<file path="src/rtl/tile_stim_seq_if.sv">
// ============================================================================
//  Module   : tile_stim_seq_if
//  Desc     : Control, pattern-table write and tile-facing bus of the sequencer.
//  Revision : 1.0 - initial release
// ============================================================================
`default_nettype none

interface tile_stim_seq_if #(
  parameter int ADDR_W = 4,
  parameter int HOLD_W = 8
);
  logic              wr_en;
  logic [ADDR_W-1:0] wr_addr;
  logic [7:0]        wr_data;
  logic              start;
  logic              stop;
  logic              loop_en;
  logic [ADDR_W-1:0] last_addr;
  logic [HOLD_W-1:0] hold;
  logic [7:0]        tile_ui;
  logic [7:0]        tile_uo;
  logic              busy;
  logic              done;
  logic [15:0]       sig;
  logic [7:0]        step_cnt;

  // Controller / bench side
  modport master (
    output wr_en, wr_addr, wr_data, start, stop, loop_en, last_addr, hold,
    output tile_uo,
    input  tile_ui, busy, done, sig, step_cnt
  );

  // Sequencer side
  modport slave (
    input  wr_en, wr_addr, wr_data, start, stop, loop_en, last_addr, hold,
    input  tile_uo,
    output tile_ui, busy, done, sig, step_cnt
  );
endinterface

`default_nettype wire

</file>
<file path="src/rtl/tile_stim_seq.sv">
// ============================================================================
//  Module   : tile_stim_seq
//  Desc     : Plays a 16-entry pattern table into a microtile with per-step
//             hold and folds the tile response into a 16-bit signature.
//  Revision : 1.0 - initial release
// ============================================================================
`default_nettype none

module tile_stim_seq #(
  parameter int DEPTH  = 16,
  parameter int HOLD_W = 8
) (
  input  wire logic      clk,
  input  wire logic      rst_n,
  tile_stim_seq_if.slave bus
);

  localparam int ADDR_W = $clog2(DEPTH);

  typedef enum logic [2:0] {
    S_IDLE   = 3'd0,
    S_APPLY  = 3'd1,
    S_HOLD   = 3'd2,
    S_SAMPLE = 3'd3,
    S_DONE   = 3'd4
  } state_t;

  state_t            r_state;
  state_t            w_state_nxt;

  logic [7:0]        r_mem [DEPTH];
  logic [ADDR_W-1:0] r_addr;
  logic [ADDR_W-1:0] r_last;
  logic              r_loop;
  logic [HOLD_W-1:0] r_hold;
  logic [HOLD_W-1:0] r_cnt;
  logic [7:0]        r_tile_ui;
  logic [15:0]       r_sig;
  logic [7:0]        r_step_cnt;

  logic              w_busy;
  logic              w_wr_accept;
  logic              w_load_cfg;
  logic              w_apply;
  logic              w_count;
  logic              w_sample;
  logic              w_at_last;

  assign w_busy      = (r_state != S_IDLE);
  assign w_wr_accept = bus.wr_en && !w_busy;
  assign w_at_last   = (r_addr == r_last);

  // ---------------------------------------------------------------- state reg
  always_ff @(posedge clk or negedge rst_n) begin
    if (!rst_n) begin
      r_state <= S_IDLE;
    end else begin
      r_state <= w_state_nxt;
    end
  end

  // Stop has priority over every transition, including start in IDLE.
  always_comb begin
    w_state_nxt = r_state;
    w_load_cfg  = 1'b0;
    w_apply     = 1'b0;
    w_count     = 1'b0;
    w_sample    = 1'b0;
    case (r_state)
      S_IDLE: begin
        if (bus.start && !bus.stop) begin
          w_load_cfg  = 1'b1;
          w_state_nxt = S_APPLY;
        end
      end
      S_APPLY: begin
        if (bus.stop) begin
          w_state_nxt = S_IDLE;
        end else begin
          w_apply     = 1'b1;
          w_state_nxt = S_HOLD;
        end
      end
      S_HOLD: begin
        if (bus.stop) begin
          w_state_nxt = S_IDLE;
        end else if (r_cnt == '0) begin
          w_state_nxt = S_SAMPLE;
        end else begin
          w_count = 1'b1;
        end
      end
      S_SAMPLE: begin
        if (bus.stop) begin
          w_state_nxt = S_IDLE;
        end else begin
          w_sample = 1'b1;
          if (!w_at_last || r_loop) begin
            w_state_nxt = S_APPLY;
          end else begin
            w_state_nxt = S_DONE;
          end
        end
      end
      S_DONE: begin
        w_state_nxt = S_IDLE;
      end
      default: begin
        w_state_nxt = S_IDLE;
      end
    endcase
  end

  // ------------------------------------------------------------ pattern table
  always_ff @(posedge clk or negedge rst_n) begin
    if (!rst_n) begin
      for (int i = 0; i < DEPTH; i++) begin
        r_mem[i] <= 8'h00;
      end
    end else if (w_wr_accept) begin
      r_mem[bus.wr_addr] <= bus.wr_data;
    end
  end

  // ------------------------------------------------------------- datapath
  always_ff @(posedge clk or negedge rst_n) begin
    if (!rst_n) begin
      r_addr     <= '0;
      r_last     <= '0;
      r_loop     <= 1'b0;
      r_hold     <= '0;
      r_cnt      <= '0;
      r_tile_ui  <= 8'h00;
      r_sig      <= 16'h0000;
      r_step_cnt <= 8'h00;
    end else begin
      if (w_load_cfg) begin
        r_addr     <= '0;
        r_last     <= bus.last_addr;
        r_loop     <= bus.loop_en;
        r_hold     <= bus.hold;
        r_sig      <= 16'h0000;
        r_step_cnt <= 8'h00;
      end
      if (w_apply) begin
        r_tile_ui <= r_mem[r_addr];
        r_cnt     <= r_hold;
      end
      if (w_count) begin
        r_cnt <= r_cnt - 1'b1;
      end
      if (w_sample) begin
        r_sig      <= {r_sig[14:0], r_sig[15]} ^ {8'h00, bus.tile_uo};
        r_step_cnt <= r_step_cnt + 8'd1;
        // Wrapping to 0 at the last entry is harmless for non-looping runs.
        r_addr     <= w_at_last ? '0 : r_addr + 1'b1;
      end
    end
  end

  assign bus.tile_ui  = r_tile_ui;
  assign bus.busy     = w_busy;
  assign bus.done     = (r_state == S_DONE);
  assign bus.sig      = r_sig;
  assign bus.step_cnt = r_step_cnt;

endmodule

`default_nettype wire

</file>
<file path="src/flat_wrapper.sv">
// flat-port wrapper written by rule: the top's interface ports become plain ports
module tile_stim_seq_flat 
#(
  parameter int DEPTH  = 16,
  parameter int HOLD_W = 8
)
  (clk, rst_n, bus_wr_en, bus_wr_addr, bus_wr_data, bus_start, bus_stop, bus_loop_en, bus_last_addr, bus_hold, bus_tile_uo, bus_tile_ui, bus_busy, bus_done, bus_sig, bus_step_cnt);
  tile_stim_seq_if #(.HOLD_W(HOLD_W)) bus_i ();
  input  wire logic clk;
  input  wire logic rst_n;
  input wire logic [$bits(bus_i.wr_en)-1:0] bus_wr_en;
  input wire logic [$bits(bus_i.wr_addr)-1:0] bus_wr_addr;
  input wire logic [$bits(bus_i.wr_data)-1:0] bus_wr_data;
  input wire logic [$bits(bus_i.start)-1:0] bus_start;
  input wire logic [$bits(bus_i.stop)-1:0] bus_stop;
  input wire logic [$bits(bus_i.loop_en)-1:0] bus_loop_en;
  input wire logic [$bits(bus_i.last_addr)-1:0] bus_last_addr;
  input wire logic [$bits(bus_i.hold)-1:0] bus_hold;
  input wire logic [$bits(bus_i.tile_uo)-1:0] bus_tile_uo;
  output wire logic [$bits(bus_i.tile_ui)-1:0] bus_tile_ui;
  output wire logic [$bits(bus_i.busy)-1:0] bus_busy;
  output wire logic [$bits(bus_i.done)-1:0] bus_done;
  output wire logic [$bits(bus_i.sig)-1:0] bus_sig;
  output wire logic [$bits(bus_i.step_cnt)-1:0] bus_step_cnt;
  assign bus_i.wr_en = bus_wr_en;
  assign bus_i.wr_addr = bus_wr_addr;
  assign bus_i.wr_data = bus_wr_data;
  assign bus_i.start = bus_start;
  assign bus_i.stop = bus_stop;
  assign bus_i.loop_en = bus_loop_en;
  assign bus_i.last_addr = bus_last_addr;
  assign bus_i.hold = bus_hold;
  assign bus_i.tile_uo = bus_tile_uo;
  assign bus_tile_ui = bus_i.tile_ui;
  assign bus_busy = bus_i.busy;
  assign bus_done = bus_i.done;
  assign bus_sig = bus_i.sig;
  assign bus_step_cnt = bus_i.step_cnt;
  tile_stim_seq #(.DEPTH(DEPTH), .HOLD_W(HOLD_W)) u_core (.clk(clk), .rst_n(rst_n), .bus(bus_i));
endmodule
</file>
<file path="config.mk">
export PLATFORM = sky130hd
export DESIGN_NAME = tile_stim_seq_flat
export DESIGN_NICKNAME = d
export VERILOG_FILES = /design/src/rtl/tile_stim_seq_if.sv /design/src/rtl/tile_stim_seq.sv /design/src/flat_wrapper.sv
export SDC_FILE = /design/constraint.sdc
export NUM_CORES = 1
export LEC_CHECK = 0
export ABC_AREA = 1
export BUFFER_PORTS_ARGS = -buffer_cell sky130_fd_sc_hd__buf_2
export CAP_MARGIN = 40
export CORE_MARGIN = 3
export CORE_UTILIZATION = 40
export DETAILED_ROUTE_END_ITERATION = 10
export HOLD_SLACK_MARGIN = 0.1
export SYNTH_ARGS = -nofsm -noshare
export SYNTH_HDL_FRONTEND = slang
export SYNTH_SLANG_ARGS = --single-unit
</file>
<file path="constraint.sdc">
create_clock -name clk -period 1.5 [get_ports clk]
set_input_delay 0.15 -clock clk [delete_from_list [all_inputs] [get_ports clk]]
set_output_delay 0.15 -clock clk [all_outputs]
set_load 0.005 [all_outputs]
</file>
=== After elaboration in Yosys (flattened, before gate mapping) ===
Cells that the tools add are included.

* Output and inout port bits: 34
* Input bits: 38
* Flip-flop bits (word level): 188

* Add/sub/neg operators: 3
* Bitwise logic cells: 3
* $lt $le $gt $ge: 3
* Reductions and logical operators: 13
* Muxes and demuxes: 30
* Equality and inequality tests: 7

{| class="wikitable"
|+ Operators with widths
! cell !! count
|-
| bitwise mux 128 bit || 1
|-
| 2-to-1 mux 8 bit || 7
|-
| binary-select mux 8 bit (select 4 bit) || 1
|-
| demux 8 bit (select 4 bit) || 1
|-
| 2-to-1 mux 16 bit || 2
|-
| XOR 16 x 8 -> 16 bit || 1
|-
| 2-to-1 mux 3 bit || 5
|-
| 2-to-1 mux 4 bit || 3
|-
| one-hot mux 3 bit (4 select lines) || 1
|-
| greater-or-equal comparator 5 bit, second input constant || 2
|-
| inverter 4 -> 5 bit || 2
|-
| adder 8 x 1 -> 8 bit, second input constant || 1
|-
| zero test 8 bit || 1
|-
| 2-to-1 mux 1 bit || 8
|-
| subtractor 8 x 1 -> 8 bit, second input constant || 1
|-
| equality test 3 x 2 -> 1 bit, second input constant || 2
|-
| less-than comparator 5 x 1 -> 1 bit, second input constant || 1
|-
| adder 4 x 1 -> 4 bit, second input constant || 1
|-
| equality test 4 bit || 1
|-
| nonzero test 2 bit || 2
|-
| equality test 3 x 1 -> 1 bit, second input constant || 1
|-
| equality test 3 bit, second input constant || 1
|-
| logical AND 1 bit || 3
|-
| zero test 1 bit || 3
|-
| 7 further kinds || 7
|}

=== Depth between registers and ports, before layout ===
* Depth after elaboration: 6
* Mapped depth: 10
* Gate-level depth less buffers: 9

=== Least setup slack after synthesis ===
Ideal clock, no wire load.

* Path kind: flip-flop to flip-flop
* From: reg u_core.r_state[0]
* To: reg u_core.r_mem[117] in the netlist's numbering
* Clock period less this slack: 1.431 ns
* Stages on the path, launching flop included: 10
* Data arrival time: 1.310 ns
* Buffers on the path: 1
* Path slack: 0.069 ns
* Library setup time: 0.120 ns
* Required time: 1.380 ns
* Path through: dfrtp_1 -> nor2_2 -> nand2_4 -> inv_6 -> nand2_4 -> nor3_4 -> nand2_2 -> buf_6 -> nand2_1 -> o21ai_2

* Longest elaborated chain between the ends: 3

{| class="wikitable"
|+ RTL lines
! item !! line !! source
|-
| start: declaration || tile_stim_seq.sv:28 || <nowiki>state_t r_state;</nowiki>
|-
| start signal: assignment || tile_stim_seq.sv:58 || <nowiki>r_state <= w_state_nxt;</nowiki>
|-
| nonzero test 3 bit || tile_stim_seq.sv:49 || <nowiki>assign w_busy = (r_state != S_IDLE);</nowiki>
|-
| named net bus_busy || flat_wrapper.sv:21 || <nowiki>output wire logic [$bits(bus_i.busy)-1:0] bus_busy;</nowiki>
|-
| zero test 1 bit || tile_stim_seq.sv:50 || <nowiki>assign w_wr_accept = bus.wr_en && !w_busy;</nowiki>
|-
| logical AND 1 bit || tile_stim_seq.sv:50 ||
|-
| end signal: indexed assignment || tile_stim_seq.sv:121 || <nowiki>r_mem[bus.wr_addr] <= bus.wr_data;</nowiki>
|-
| end: declaration || tile_stim_seq.sv:31 || <nowiki>logic [7:0] r_mem [DEPTH];</nowiki>
|}

The timed path passes the listed nets, and every way through them passes these cells.
A chain may end at the register's enable or synchronous reset.

=== Final worst setup path ===
* From: reg u_core.r_addr[0]
* To: reg u_core.r_tile_ui[3] (netlist: u_core.bus.tile_ui[3])

* Longest elaborated chain between the ends: 4

{| class="wikitable"
|+ RTL lines
! item !! line !! source
|-
| start: declaration || tile_stim_seq.sv:32 || <nowiki>logic [ADDR_W-1:0] r_addr;</nowiki>
|-
| start signal: assignment || tile_stim_seq.sv:156 || <nowiki>r_addr <= w_at_last ? '0 : r_addr + 1'b1;</nowiki>
|-
| inverter 4 -> 5 bit (not written as such) || tile_stim_seq.sv:146 || <nowiki>r_tile_ui <= r_mem[r_addr];</nowiki>
|-
| binary-select mux 8 bit (select 4 bit) || tile_stim_seq.sv:146 ||
|-
| 2-to-1 mux 8 bit (not written as such) (2 in series) || tile_stim_seq.sv:146 ||
|-
| end signal: assignment || tile_stim_seq.sv:146 ||
|-
| end: declaration || tile_stim_seq.sv:37 || <nowiki>logic [7:0] r_tile_ui;</nowiki>
|}

Every way passes these cells. The select of a mux whose other input is x is not followed.

==> report_table.html <==
<table>
<tr><th>Metric</th><th>Value</th></tr>
<tr><th colspan="2">Global routing</th></tr>
<tr><td>Antenna violations before repair</td><td>0</td></tr>
<tr><td>Met2 Usage GRT</td><td>33.7%</td></tr>
<tr><td>Maximum number of pins on one net before global-route repair</td><td>44</td></tr>
<tr><td>GR Layer Usage met1</td><td>28.3%</td></tr>
<tr><td>Most used routing layer</td><td>met2</td></tr>
<tr><td>First-pass GRT wire length</td><td>42.3 mm</td></tr>
<tr><td>Residual overflow from global routing</td><td>0</td></tr>
<tr><td>Global-route usage over all layers</td><td>20.8%</td></tr>
<tr><td>Global-route track usage on met3</td><td>4.05%</td></tr>
<tr><td>Number of global-route vias before repair</td><td>7757</td></tr>
<tr><th colspan="2">Drt</th></tr>
<tr><td>Number of iterations in the first detailed-routing pass</td><td>5</td></tr>
<tr><td>DRC violation total after the first TritonRoute iteration</td><td>830</td></tr>
<tr><td>Routed vias/inst</td><td>5.02</td></tr>
<tr><td>Antenna Nets Post-Route</td><td>0</td></tr>
<tr><td>Wire length reported by the detailed router</td><td>27.6 mm</td></tr>
<tr><td>Detailed-route via count</td><td>8193</td></tr>
<tr><td>Routed WL per cell</td><td>16.9 um</td></tr>
<tr><td>Residual DRC</td><td>0</td></tr>
<tr><th colspan="2">Critical path</th></tr>
<tr><td>Endpoint of the worst register-to-register path</td><td>u_core.bus.tile_ui[3]</td></tr>
<tr><td>FF-to-FF setup slack</td><td>-0.06 ns</td></tr>
<tr><td>Kind of capture point of the worst setup path</td><td>flop</td></tr>
<tr><td>CP bufs+invs</td><td>3</td></tr>
<tr><td>Worst-path cell with the longest stage delay</td><td>sky130_fd_sc_hd__dfrtp_2</td></tr>
<tr><td>Cell-by-cell trace of the critical path</td><td>clkinv_4 -&gt; buf_12 -&gt; clkbuf_16 -&gt; nand2_1 -&gt; nand3_1 -&gt; nand3_1 -&gt; nand3_2 -&gt; nand2_1 -&gt; nand2_1 -&gt; nand2_1</td></tr>
<tr><td>Kind of launch point of the worst setup path</td><td>flop</td></tr>
<tr><td>Family with the most delay on the worst path</td><td>simple AND/OR/NAND/NOR gates</td></tr>
<tr><td>Worst flop-to-flop path startpoint</td><td>u_core.r_addr[0]</td></tr>
<tr><td>Worst setup path category</td><td>flop to flop</td></tr>
<tr><td>Library cell appearing most often on the critical path</td><td>sky130_fd_sc_hd__nand2_1</td></tr>
<tr><td>Critical path required time</td><td>1.88 ns</td></tr>
<tr><td>Arrival time reported for the critical path endpoint</td><td>1.94 ns</td></tr>
<tr><td>Worst r2r path cells</td><td>10</td></tr>
<tr><td>Highest net fanout along the worst path</td><td>7</td></tr>
<tr><td>Maximum cell stage delay along the critical path</td><td>0.43 ns</td></tr>
<tr><th colspan="2">Placement</th></tr>
<tr><td>Placer Congestion</td><td>0.828</td></tr>
<tr><td>Buffers on Ports</td><td>71</td></tr>
<tr><td>Final HPWL from detailed placement</td><td>17.2 mm</td></tr>
<tr><td>Dpl cell area</td><td>10500 um^2</td></tr>
<tr><th colspan="2">Finish</th></tr>
<tr><td>Post-route cell area</td><td>12300 um^2</td></tr>
<tr><td>Proportion of layout cells with a drive suffix above 1</td><td>26.3%</td></tr>
<tr><td>Area added between synthesis and finish</td><td>29.9%</td></tr>
<tr><td>Count of antenna diodes in the layout</td><td>0</td></tr>
<tr><td>Most common library cell in the layout ignoring fill and taps</td><td>sky130_fd_sc_hd__nand2_1</td></tr>
<tr><td>End-of-flow core utilization</td><td>53.6%</td></tr>
<tr><td>Filler cell count in the final layout</td><td>2069</td></tr>
<tr><td>Commonest cells after routing, fill and taps aside</td><td>sky130_fd_sc_hd__nand2_1, sky130_fd_sc_hd__dfrtp_1, sky130_fd_sc_hd__inv_1</td></tr>
<tr><td>Final-stage net count</td><td>1347</td></tr>
<tr><th colspan="2">Synthesis</th></tr>
<tr><td>Post-synthesis instance area</td><td>9470 um^2</td></tr>
<tr><td>Sequential cell area fraction in the yosys report</td><td>49.7%</td></tr>
<tr><td>Largest cells by area after synthesis</td><td>sky130_fd_sc_hd__dfrtp_1, sky130_fd_sc_hd__nand2_1, sky130_fd_sc_hd__inv_1</td></tr>
<tr><td>#FFs+latches synth</td><td>188</td></tr>
<tr><td>Top FF cell, synth</td><td>sky130_fd_sc_hd__dfrtp_1</td></tr>
<tr><td>Net count after synthesis</td><td>1197</td></tr>
<tr><td>Yosys top cell by area</td><td>sky130_fd_sc_hd__dfrtp_1</td></tr>
<tr><td>Mapped Cells</td><td>1155</td></tr>
<tr><td>Warning count from the yosys run</td><td>0</td></tr>
<tr><td>EDFF count, synth</td><td>0</td></tr>
<tr><td>Async SR Flop Fraction</td><td>100%</td></tr>
<tr><td>Share of the synthesized area in the top cell type</td><td>49.7%</td></tr>
<tr><td>Mean area per synthesized cell</td><td>8.20 um^2</td></tr>
<tr><td>Number of library cell types mapped by synthesis</td><td>40</td></tr>
<tr><th colspan="2">Power</th></tr>
<tr><td>Int Pwr</td><td>0.0136 W</td></tr>
<tr><td>Leakage power figure</td><td>6.15 nW</td></tr>
<tr><td>Pwr per Cell Area</td><td>1810 nW/um^2</td></tr>
<tr><td>Switching power</td><td>0.00856 W</td></tr>
<tr><td>Reg power frac</td><td>37.7%</td></tr>
<tr><td>Power consumption</td><td>0.0222 W</td></tr>
<tr><td>Switching fraction of total power</td><td>38.6%</td></tr>
<tr><td>VDD IR max</td><td>0.000928 V</td></tr>
<tr><td>Fraction of power consumed by combinational cells</td><td>41.3%</td></tr>
<tr><td>Clock power share</td><td>21.0%</td></tr>
<tr><th colspan="2">STA</th></tr>
<tr><td>Ratio of final minimum period to clock period</td><td>104%</td></tr>
<tr><td>Crit path time final</td><td>1.56 ns</td></tr>
<tr><td>Count of final hold-check violations</td><td>0</td></tr>
<tr><td>Tightest slew margin relative to the limit</td><td>68.2%</td></tr>
<tr><td>Setup TNS after final layout</td><td>-0.401 ns</td></tr>
<tr><td>Count of pins over their slew limit</td><td>0</td></tr>
<tr><td>Total of endpoints with negative setup slack in the final report</td><td>20</td></tr>
<tr><td>Worst setup slack after layout</td><td>-0.0565 ns</td></tr>
<tr><td>Measured slew at the worst slew-check pin</td><td>0.475 ns</td></tr>
<tr><td>Unrepaired setup endpoints after global routing</td><td>yes</td></tr>
<tr><td>Post-route clock skew</td><td>0.0169 ns</td></tr>
<tr><td>Maximum clock frequency</td><td>0.642 GHz</td></tr>
<tr><th colspan="2">CTS</th></tr>
<tr><td>Max Buffers Root-to-Sink</td><td>2</td></tr>
<tr><td>Number of buffers added by the clock tree synthesis step</td><td>17</td></tr>
<tr><td>Depth of the CTS H-tree</td><td>4</td></tr>
<tr><td>Clock Root Buffer</td><td>sky130_fd_sc_hd__clkbuf_16</td></tr>
<tr><td>Clock slew seen by the registers of the worst setup and hold paths</td><td>0.07 ns</td></tr>
<tr><td>Clock sink total</td><td>188</td></tr>
<tr><td>CTS tree</td><td>done</td></tr>
<tr><td>Clock insertion delay at the later pin of the skew report</td><td>0.45 ns</td></tr>
<tr><th colspan="2">Floorplanning</th></tr>
<tr><td>Core Rows</td><td>55</td></tr>
<tr><td>Floorplan die width</td><td>160 um</td></tr>
<tr><td>Number of top-level design ports</td><td>72</td></tr>
<tr><td>Die ar.</td><td>25500 um^2</td></tr>
<tr><td>Initial core utilization</td><td>41.3%</td></tr>
<tr><td>Core area</td><td>22900 um^2</td></tr>
<tr><td>Die extent in y</td><td>160 um</td></tr>
<tr><th colspan="2">Outcome</th></tr>
<tr><td>Failing checks</td><td>setup timing</td></tr>
<tr><td>Run status</td><td>complete, but fails checks</td></tr>
<tr><th colspan="2">Job</th></tr>
<tr><td>Count of max-cap constraint violations</td><td>0</td></tr>
<tr><th colspan="2">Hold path</th></tr>
<tr><td>Hold EP</td><td>u_core.r_mem[12]</td></tr>
<tr><td>Number of cells on the worst hold path</td><td>3</td></tr>
<tr><td>Hold WC Path Type</td><td>input pin to flop</td></tr>
<tr><td>Hold path startpoint</td><td>bus_wr_data[4]</td></tr>
</table>
logic make-up after synthesis:
family / synth area share (%)
AND/OR/NAND/NOR: 26.1
buffers and inverters: 10.3
flip-flops: 49.7
AO/OA/AOI/OAI: 10.9
multiplexers: 1.55
XOR/XNOR: 0.833
adder cells (fa/ha/maj): 0.529
worst min-delay path, cell delays in order:
cell                      delay, ns
sky130_fd_sc_hd__buf_2         0.21
sky130_fd_sc_hd__nand2_2       0.10
sky130_fd_sc_hd__o21ai_1       0.05
final cells by class:
type                            count  area (um^2)  area share (%)
Multi-Input combinational cell    760         4320            35.1
Inverter                          160          617            5.02
Tap cell                          313          392            3.19
Clock buffer                       17          425            3.46
Clock inverter                     15          171            1.39
Timing Repair Buffer              178         1660            13.5
Sequential cell                   188         4710            38.3
layer usage:
| metal | up-vias | wire (um) |
|---|---|---|
| met4 | 0 | 571 |
| met3 | 41 | 1330 |
| met5 | - | 0 |
| met1 | 3972 | 12600 |
| li1 | 3964 | - |
| met2 | 216 | 13100 |
power groups by stage:
stage | Sequential [W] | Clock [W] | Combinational, W
CTS | 0.00829 | 0.00472 | 0.00788
global placement | 0.00831 | 0 | 0.00739
floorplan | 0.00814 | 0 | 0.00524
finish | 0.00837 | 0.00466 | 0.00917
global route | 0.00861 | 0.00495 | 0.0103
detailed placement | 0.00836 | 0 | 0.00751
sequential cells by signal, indices dropped and copies added (netlist names):
register / cells
u_core.r_mem: 128
u_core.r_cnt: 8
u_core.r_loop: 1
u_core.r_state: 3
u_core.bus.tile_ui: 8
u_core.bus.step_cnt: 8
u_core.r_addr: 4
u_core.r_last: 4
u_core.bus.sig: 16
u_core.r_hold: 8
worst max-delay path by stage:
| stage | start | end | slack, ns | cells past startpoint |
|---|---|---|---|---|
| floorplan | u_core.r_state[0] | u_core.r_mem[117] | 0.07 | 9 |
| global placement | u_core.r_state[1] | u_core.r_addr[0] | -0.02 | 6 |
| detailed placement | u_core.r_state[1] | u_core.r_addr[0] | -0.04 | 7 |
| CTS | u_core.r_addr[0] | u_core.bus.tile_ui[5] | 0.0005 | 9 |
| global route | u_core.r_state[2] | u_core.r_mem[48] | -0.12 | 9 |
| finish | u_core.r_addr[0] | u_core.bus.tile_ui[3] | -0.06 | 10 |
synthesized netlist by cell type (6+ instances only):
cell type,n
sky130_fd_sc_hd__inv_1,154
sky130_fd_sc_hd__mux2_2,6
sky130_fd_sc_hd__mux2_1,7
sky130_fd_sc_hd__o21ai_2,34
sky130_fd_sc_hd__nor2_1,36
sky130_fd_sc_hd__o22ai_1,12
sky130_fd_sc_hd__buf_6,9
sky130_fd_sc_hd__o31ai_1,8
sky130_fd_sc_hd__o21ai_0,106
sky130_fd_sc_hd__clkbuf_1,16
sky130_fd_sc_hd__dfrtp_1,188
sky130_fd_sc_hd__nand3_1,113
sky130_fd_sc_hd__xor2_1,7
sky130_fd_sc_hd__a21oi_1,6
sky130_fd_sc_hd__nand2_1,373
sky130_fd_sc_hd__nor2_8,10
sky130_fd_sc_hd__buf_2,23
timing repair:
| item | CTS | global route |
|---|---|---|
| endpoints found under the setup margin | 61 | 117 |
| buffers inserted | 4 | 11 |
| cloned | 5 | 13 |
| resized for setup | 16 | 139 |
| pin swaps | 5 | 45 |
| endpoints found under the hold margin | 235 | 0 |
| hold buffers | 29 | 0 |
per-stage QoR:
step,std cells,hold WS [ns],worst slack [ns]
after floorplan,1155,-0.146,0.0692
after global placement,1538,0.105,-0.0230
after detailed placement,1538,0.104,-0.0443
after CTS,1608,0.105,0.000499
after global routing,1631,0.117,-0.122
final,1631,0.114,-0.0565
Power figures use the tool's default switching activity.
